$ cat config.mk
export PLATFORM = sky130hd
export DESIGN_NAME = cpu_sequencer
export DESIGN_NICKNAME = d
export VERILOG_FILES = /design/src/rtl/cpu_seq_pkg.sv /design/src/rtl/cpu_seq_decode.sv /design/src/rtl/cpu_sequencer.sv
export SDC_FILE = /design/constraint.sdc
export NUM_CORES = 1
export LEC_CHECK = 0
export ABC_AREA = 1
export CAP_MARGIN = 40
export CORE_ASPECT_RATIO = 2
export CORE_MARGIN = 10
export CORE_UTILIZATION = 39
export DETAILED_ROUTE_END_ITERATION = 16
export GPL_TIMING_DRIVEN = 1
export PLACE_DENSITY = 0.74
export SYNTH_ARGS = -nofsm -noshare
export SYNTH_HDL_FRONTEND = slang
export SYNTH_SLANG_ARGS = --single-unit
$ cat constraint.sdc
create_clock -name clk -period 1.6 [get_ports clk]
set_input_delay 0.48 -clock clk [delete_from_list [all_inputs] [get_ports clk]]
set_output_delay 0.48 -clock clk [all_outputs]
set_load 0.01 [all_outputs]
$ cat src/rtl/cpu_seq_pkg.sv
// Shared opcodes, FSM state encoding and datapath control encodings for the cpu sequencer.
package cpu_seq_pkg;

    localparam logic [2:0] OP_STORE = 3'd0;
    localparam logic [2:0] OP_READ  = 3'd1;
    localparam logic [2:0] OP_ADD   = 3'd2;
    localparam logic [2:0] OP_SUB   = 3'd3;
    localparam logic [2:0] OP_CMP   = 3'd4;

    typedef enum logic [1:0] {
        ST_IDLE  = 2'd0,
        ST_ISSUE = 2'd1,
        ST_WAIT  = 2'd2,
        ST_RESP  = 2'd3
    } state_t;

    typedef struct packed {
        logic [1:0] opsel;
        logic [1:0] outsel;
        logic       asel;
        logic       bsel;
    } ctrl_t;

    localparam ctrl_t CTRL_STORE = '{opsel: 2'b01, outsel: 2'b00, asel: 1'b0, bsel: 1'b0};
    localparam ctrl_t CTRL_READ  = '{opsel: 2'b01, outsel: 2'b00, asel: 1'b1, bsel: 1'b0};
    localparam ctrl_t CTRL_ADD   = '{opsel: 2'b00, outsel: 2'b01, asel: 1'b1, bsel: 1'b1};
    localparam ctrl_t CTRL_SUB   = '{opsel: 2'b01, outsel: 2'b01, asel: 1'b1, bsel: 1'b1};
    localparam ctrl_t CTRL_CMP   = '{opsel: 2'b00, outsel: 2'b10, asel: 1'b1, bsel: 1'b1};
    // The parked datapath looks like a READ so nothing is ever written while idle.
    localparam ctrl_t CTRL_IDLE  = CTRL_READ;

endpackage

$ cat src/rtl/cpu_seq_decode.sv
// Combinational opcode decode to datapath control fields; 0 cycles, no flow control.
module cpu_seq_decode
    import cpu_seq_pkg::*;
(
    input  logic [2:0] op_i,
    output ctrl_t      ctrl_o,
    output logic       legal_o
);

    always_comb begin
        ctrl_o  = CTRL_IDLE;
        legal_o = 1'b1;
        case (op_i)
            OP_STORE: ctrl_o = CTRL_STORE;
            OP_READ:  ctrl_o = CTRL_READ;
            OP_ADD:   ctrl_o = CTRL_ADD;
            OP_SUB:   ctrl_o = CTRL_SUB;
            OP_CMP:   ctrl_o = CTRL_CMP;
            default:  legal_o = 1'b0;
        endcase
    end

endmodule

$ cat src/rtl/cpu_sequencer.sv
// Sequences one STORE/READ/ADD/SUB/CMP at a time onto the cpu datapath; response after 1+DP_LAT cycles
// (illegal ops: 1 cycle). No command buffering: cmd_ready drops until the response is accepted.
module cpu_sequencer
    import cpu_seq_pkg::*;
#(
    parameter int DW     = 32,
    parameter int AW     = 5,
    parameter int DP_LAT = 1
) (
    input  logic          clk,
    input  logic          rst,
    input  logic          cmd_valid,
    output logic          cmd_ready,
    input  logic [2:0]    cmd_op,
    input  logic [AW-1:0] cmd_ra,
    input  logic [AW-1:0] cmd_rb,
    input  logic [DW-1:0] cmd_data,
    output logic [AW-1:0] addressA,
    output logic [AW-1:0] addressB,
    output logic [DW-1:0] dataIn,
    output logic          asel,
    output logic          bsel,
    output logic [1:0]    opsel,
    output logic [1:0]    outsel,
    output logic          oen,
    input  logic [DW-1:0] outPut,
    input  logic          over,
    output logic          rsp_valid,
    input  logic          rsp_ready,
    output logic [DW-1:0] rsp_data,
    output logic          rsp_over,
    output logic          rsp_err,
    output logic          busy,
    output logic [15:0]   op_count
);

    localparam logic [2:0] WAIT_LOAD = 3'(DP_LAT - 1);

    state_t        state_q;
    logic [2:0]    cnt_q;
    logic          is_store_q;
    ctrl_t         ctrl_q;
    logic          oen_q;
    logic [AW-1:0] addr_a_q;
    logic [AW-1:0] addr_b_q;
    logic [DW-1:0] data_in_q;
    logic          rsp_valid_q;
    logic [DW-1:0] rsp_data_q;
    logic          rsp_over_q;
    logic          rsp_err_q;
    logic [15:0]   op_count_q;

    ctrl_t         dec_ctrl;
    logic          dec_legal;
    logic [15:0]   op_count_d;
    logic [AW-1:0] addr_b_d;
    logic [DW-1:0] data_in_d;

    cpu_seq_decode u_decode (
        .op_i    (cmd_op),
        .ctrl_o  (dec_ctrl),
        .legal_o (dec_legal)
    );

    assign op_count_d = op_count_q + 16'd1;
    assign addr_b_d   = (cmd_op == OP_READ) ? cmd_ra : cmd_rb;
    assign data_in_d  = (cmd_op == OP_STORE) ? cmd_data : '0;

    always_ff @(posedge clk) begin
        if (rst) begin
            state_q     <= ST_IDLE;
            cnt_q       <= '0;
            is_store_q  <= 1'b0;
            ctrl_q      <= CTRL_IDLE;
            oen_q       <= 1'b0;
            addr_a_q    <= '0;
            addr_b_q    <= '0;
            data_in_q   <= '0;
            rsp_valid_q <= 1'b0;
            rsp_data_q  <= '0;
            rsp_over_q  <= 1'b0;
            rsp_err_q   <= 1'b0;
            op_count_q  <= '0;
        end else begin
            case (state_q)
                ST_IDLE: begin
                    if (cmd_valid) begin
                        is_store_q <= (cmd_op == OP_STORE);
                        if (dec_legal) begin
                            state_q   <= ST_ISSUE;
                            ctrl_q    <= dec_ctrl;
                            oen_q     <= 1'b1;
                            addr_a_q  <= cmd_ra;
                            addr_b_q  <= addr_b_d;
                            data_in_q <= data_in_d;
                        end else begin
                            // Illegal ops never touch the datapath; answer immediately.
                            state_q     <= ST_RESP;
                            rsp_valid_q <= 1'b1;
                            rsp_data_q  <= '0;
                            rsp_over_q  <= 1'b0;
                            rsp_err_q   <= 1'b1;
                        end
                    end
                end
                ST_ISSUE: begin
                    if (is_store_q) begin
                        state_q    <= ST_IDLE;
                        op_count_q <= op_count_d;
                        ctrl_q     <= CTRL_IDLE;
                        oen_q      <= 1'b0;
                        addr_a_q   <= '0;
                        addr_b_q   <= '0;
                        data_in_q  <= '0;
                    end else begin
                        state_q <= ST_WAIT;
                        cnt_q   <= WAIT_LOAD;
                    end
                end
                ST_WAIT: begin
                    if (cnt_q == 3'd0) begin
                        state_q     <= ST_RESP;
                        rsp_valid_q <= 1'b1;
                        rsp_data_q  <= outPut;
                        rsp_over_q  <= over;
                        rsp_err_q   <= 1'b0;
                        ctrl_q      <= CTRL_IDLE;
                        oen_q       <= 1'b0;
                        addr_a_q    <= '0;
                        addr_b_q    <= '0;
                        data_in_q   <= '0;
                    end else begin
                        cnt_q <= cnt_q - 3'd1;
                    end
                end
                ST_RESP: begin
                    if (rsp_ready) begin
                        state_q     <= ST_IDLE;
                        rsp_valid_q <= 1'b0;
                        op_count_q  <= op_count_d;
                    end
                end
                default: state_q <= ST_IDLE;
            endcase
        end
    end

    assign cmd_ready = (state_q == ST_IDLE);
    assign busy      = (state_q != ST_IDLE);
    assign addressA  = addr_a_q;
    assign addressB  = addr_b_q;
    assign dataIn    = data_in_q;
    assign asel      = ctrl_q.asel;
    assign bsel      = ctrl_q.bsel;
    assign opsel     = ctrl_q.opsel;
    assign outsel    = ctrl_q.outsel;
    assign oen       = oen_q;
    assign rsp_valid = rsp_valid_q;
    assign rsp_data  = rsp_data_q;
    assign rsp_over  = rsp_over_q;
    assign rsp_err   = rsp_err_q;
    assign op_count  = op_count_q;

endmodule

Word level (Yosys, flattened, before mapping):

Cells that the tools add are included.

* flip-flop bits (word level): 106
* input port bits: 82
* output and inout port bits: 102
* logic and storage cells: 103

* add/subtract/negate cells: 2
* equal/unequal tests: 15
* mux-type cells: 53
* reductions and logical operators: 17

Operators by type and width (count)
* $mux 32: 8
* $pmux 32 s3: 1
* $pmux 32 s2: 1
* $mux 5: 7
* $mux 16: 2
* $pmux 16 s2: 1
* $pmux 5 s3: 2
* $mux 6: 4
* $pmux 5 s4: 1
* $pmux 6 s3: 1
* $add 16x1->16 const B: 1
* $ne 2x2->1 const B: 7
* $mux 1: 12
* $mux 2: 5
* $reduce_and 5->1: 2
* $reduce_and 3->1: 3
* $pmux 2 s4: 1
* $reduce_bool 2->1: 4
* $eq 3x2->1 const B: 2
* $logic_not 3->1: 2
* $mux 3: 2
* $pmux 1 s3: 2
* $pmux 3 s2: 1
* $reduce_bool 3->1: 2
* other kinds (11): 13

Depth between registers and ports, before layout:

* depth after elaboration: 6
* depth in mapped cells: 13
* gate-level depth less buffers: 13

Cells and area by module:

A second synthesis with hierarchy kept.

* cell total of the unflattened synthesis: 676
* area, all modules: 4803.4 um2

By module, submodules not included
* cpu_sequencer: instances 1, cells each 661, area an instance 4735.8 um2, seq. area each 2122.0 um2
* cpu_seq_decode: instances 1, cells each 15, area an instance 67.6 um2, seq. area each 0.0 um2

Least setup slack after synthesis:

OpenSTA, ideal clock, no wires.

* kind: reg-to-reg
* from: register state_q[0]
* to: register rsp_data_q[0] (netlist: rsp_data[0])
* setup time: 71 ps
* data arrival time: 1577 ps
* required time: 1529 ps
* setup slack: -47 ps
* stages on the path, launching flop included: 11
* path buffers: 1
* clock period less this slack: 1647 ps
* cells stage by stage: dfxtp_1 -> inv_1 -> ha_1 -> nand2_1 -> nand2_1 -> inv_1 -> nand2_1 -> nor2_4 -> buf_2 -> nand2_1 -> a21oi_1

* cells in the longest elaborated chain, start to end: 3
* elaborated cells on any way between the ends: 8
* classes of those cells: eq/ne: 4; mux: 1; reduce/logical: 3

RTL lines
* start, declared: line cpu_sequencer.sv:39 `state_t state_q;`
* start signal, assigned: line cpu_sequencer.sv:71 `state_q <= ST_IDLE;`
* start signal, assigned: line cpu_sequencer.sv:90 `state_q <= ST_ISSUE;`
* start signal, assigned: line cpu_sequencer.sv:98 `state_q <= ST_RESP;`
* $logic_not 2->1 *
* named net cmd_ready: line cpu_sequencer.sv:13 `output logic cmd_ready,`
* $ne 2x2->1 (no source line) / $reduce_bool 2->1 (equally long branches)
* $reduce_and 4->1 (no source line)
* end signal, assigned: line cpu_sequencer.sv:124 `rsp_data_q <= outPut;`
* end, declared: line cpu_sequencer.sv:48 `logic [DW-1:0] rsp_data_q;`

Mark *: on every way through the listed nets, which the timed path passes. The rest lies on a longest branch.
A chain may end at the register's enable or synchronous reset.

Worst setup path in the final report:

* from: register state_q[1]
* to: register rsp_over_q (netlist: rsp_over)

* cells in the longest elaborated chain, start to end: 3
* elaborated cells on any way between the ends: 8
* classes of those cells: eq/ne: 4; mux: 1; reduce/logical: 3

RTL lines
* $eq 2x2->1 / $logic_not 2->1 (equally long branches): line cpu_sequencer.sv:85 `case (state_q)`
* $ne 2x2->1 (no source line) / $reduce_bool 2->1 (equally long branches)
* $reduce_and 4->1 (no source line)
* end signal, assigned: line cpu_sequencer.sv:125 `rsp_over_q <= over;`
* end, declared: line cpu_sequencer.sv:49 `logic rsp_over_q;`

Several ways; a longest one is shown, not always the timed one.

==> impl_metrics.toml <==
[status]
status = "finished, violations left"
violations = "setup timing"

[floorplan]
initial_core_util_pct = 39.9
dieArea_um2 = 16600
core_um2 = 11400
die_h_um = 172
die_w_um = 96.2
std_cell_rows = 55
io-pin-count = 184

[detailed_routing]
vias = 5134
drtIter0Drc = 203
detail_route.wl_per_cell_um = 17.4
firstDrtPassIters = 4
ant_nets = 0
drc = 0
finalWirelength_um = 18000
vias_per_cell = 4.96

[timing]
tightest_slew_ns = 0.506
maxSlewViolCount = 0
rsz0062_at_grt = "yes"
fin_skew_ns = 0.0105
hold_slack_ns = 0.458
slew_headroom_pct = 66.3
fin_crit_ns = 1.77
fin_crit_sh_pct = 111
setup_viol = 84
hold_violations = 0
worst_slack_ns = -0.172
fmax_ghz = 0.564

[synth]
syn_nets = 742
yosys_warnings = 0
synth_area_um2 = 4530
synth_seq_cells = 105
yosysUniqueCellTypes = 23
synthCells = 651
synth_fa_ha_area_share_pct = 2.49
synth_compound_area_share_pct = 13.0
ys_seq_area_share_pct = 46.4
muxShareOfSynthArea_pct = 0
yosys.area_share.simple_pct = 29.7
synth-xor-area-share_pct = 0
avgSynthCellArea_um2 = 6.95
synth_top_family_by_area = "simple AND/OR/NAND/NOR gates"

[clock_tree]
clk_pin_slew_ns = 0.08
cts-root-buf = "clkbuf_16"
h-tree-depth = 3
cts_sinks = 105
clockBufferDepth = 2
cts_inserted_buffers = 9
cts_tree = "done"
clkLatencyLatePin_ns = 0.34

[critical_path]
reg2reg_setup_slack_ns = -0.17
crit_path_top_delay_cell = "dfxtp_2"
start_kind = "register"
cp-end-kind = "register"
path_max_fanout = 10
reg2regPathDepth = 12
cp_data_required_time_ns = 1.82
criticalPathCategory = "register to register"
path_buf_inv = 5
crit_arrival_ns = 1.99
r2r-start = "state_q[1]"
crit_family = "buffers and inverters"
r2r-end = "rsp_over"
crit_chain = "inv_4 > ha_4 > buf_6 > nand2_4 > nand2_4 > buf_4 > nor2_2 > nor2_4 > buf_12 > clkbuf_16 > nand2_1 > a21oi_1"
max_stage_delay_ns = 0.37
cp_common_cell = "nand2_4"

[finish]
drive_above_1_share_pct = 28.1
nNetsFinal = 978
final_cell_mix = "175 x nand2_1, 101 x dfxtp_1, 101 x dlygate4sd2_1"
final_common_cell = "nand2_1"
final_cells = 1035
area_growth_pct = 78.9
fin_util_pct = 71.3

[global_route]
antenna_found_initial = 1
grt_pass1_wl_um = 26600
grt_start_max_net_pins = 57
overflow = 0
track_usage_pct = 20.4
grt_pass1_vias = 5270

[placement]
gp_congestion = 0.814
numPortBuffers = 182
pre_cts_ws_ns = -0.451
dp_cells = 990
hpwl_um = 11700

[pwr]
p_total_mw = 12.5
power_density_nw_per_um2 = 1550
ir_drop_v = 0.00122
p_leak_nw = 3.66

[worst_hold_path]
hold_path.class = "register to register"
hp-start = "rsp_data[0]"
hold_depth = 2
min_to = "rsp_data[0]"

[run]
maxCapViolCount = 0
-- cells in the mapped netlist --
cell / count / share of area [%]
a21oi_1: 94 / 10
a311oi_1: 1 / 0.19
buf_1: 3 / 0.25
buf_2: 12 / 1.3
buf_4: 4 / 0.66
buf_6: 4 / 0.99
clkbuf_1: 11 / 0.91
conb_1: 1 / 0.083
dfxtp_1: 105 / 46
ha_1: 9 / 2.5
inv_1: 49 / 4.1
inv_2: 2 / 0.17
nand2_1: 235 / 19
nand2_2: 1 / 0.14
nand3_1: 13 / 1.4
nand4_1: 4 / 0.55
nor2_1: 62 / 5.1
nor2_2: 3 / 0.41
nor2_4: 4 / 0.99
nor3_1: 12 / 1.3
nor3b_1: 1 / 0.17
o21a_1: 1 / 0.17
o21ai_0: 20 / 2.2
-- stage by stage --
step                      area [µm²]  setup TNS, ns
final                           8100          -9.11
after global routing            8100         -14.76
after CTS                       7630          -3.34
after detailed placement        6800         -38.50
after global placement          6800         -33.84
after floorplan                 4560              0
-- what timing repair did --
item / in CTS / in global routing
buffers inserted: 10 / 12
setup endpoints to repair: 200 / 102
pin swaps: 21 / 26
gates resized for setup: 220 / 117
hold buffers: 0 / 0
cloned: 9 / 2
-- layer usage --
| layer | up-vias | global-route usage (%) | share of wire [%] |
|---|---|---|---|
| met5 | - | 0 | 0 |
| met4 | 0 | 7.48 | 2.6 |
| met3 | 34 | 6.43 | 6.6 |
| met2 | 152 | 40.2 | 59 |
| met1 | 2432 | 17.9 | 32 |
| li1 | 2516 | - | - |
-- how the worst max path moves through the flow --
stage               startpoint            to  slack [ns]  depth (start not counted)
CTS                   cnt_q[1]     dataIn[1]       -0.13                         14
global route        state_q[1]  rsp_data[22]       -0.23                         12
finish              state_q[1]      rsp_over       -0.17                         12
global placement     cmd_valid   addressB[2]       -0.38                         10
floorplan             cnt_q[0]   rsp_data[0]      0.0006                         13
detailed placement   cmd_op[0]    dataIn[20]       -0.45                         10
-- worst reg2reg max path, stage by stage, from the launching register on --
cell,delay [ns]
dfxtp_2,0.37
inv_4,0.06
ha_4,0.18
buf_6,0.13
nand2_4,0.07
nand2_4,0.07
buf_4,0.13
nor2_2,0.17
nor2_4,0.05
buf_12,0.14
clkbuf_16,0.16
nand2_1,0.07
a21oi_1,0.05
-- cells by family (layout without fill, tap and decap cells) --
logic type                 count (synthesis)  count (layout)
other                                      1               2
adders and majority gates                  9               9
and+or+nand+nor                          335             335
DFF                                      105             105
buffers and inverters                     85             326
AOI/OAI and AO/OA                        116             116
-- power breakdown --
part           switching, mW  total [mW]  internal, mW
Combinational           3.73        7.20          3.47
Sequential             0.204        3.18          2.98
Clock                   1.04        2.16          1.12
Total                   4.97        12.5          7.57
-- flip-flops by register name (all words and copies together), names as in the netlist --
register / flops
dataIn: 32
rsp_data: 32
op_count: 16
addressA: 5
addressB: 5
cnt_q: 3
outsel: 2
state_q: 2
asel: 1
bsel: 1
is_store_q: 1
oen: 1
opsel: 1
rsp_err: 1
rsp_over: 1
rsp_valid: 1
-- cell type report --
type                            instances  area [µm²]
Fill cell                             900        3260
Multi-Input combinational cell        461        2670
Timing Repair Buffer                  259        2630
Sequential cell                       105        2110
Clock buffer                           10         239
Inverter                               51         225
Tap cell                              142         178
Clock inverter                          6        47.5
Antenna cell                            1        2.50
No activity file was read; power rests on OpenSTA's default activity.
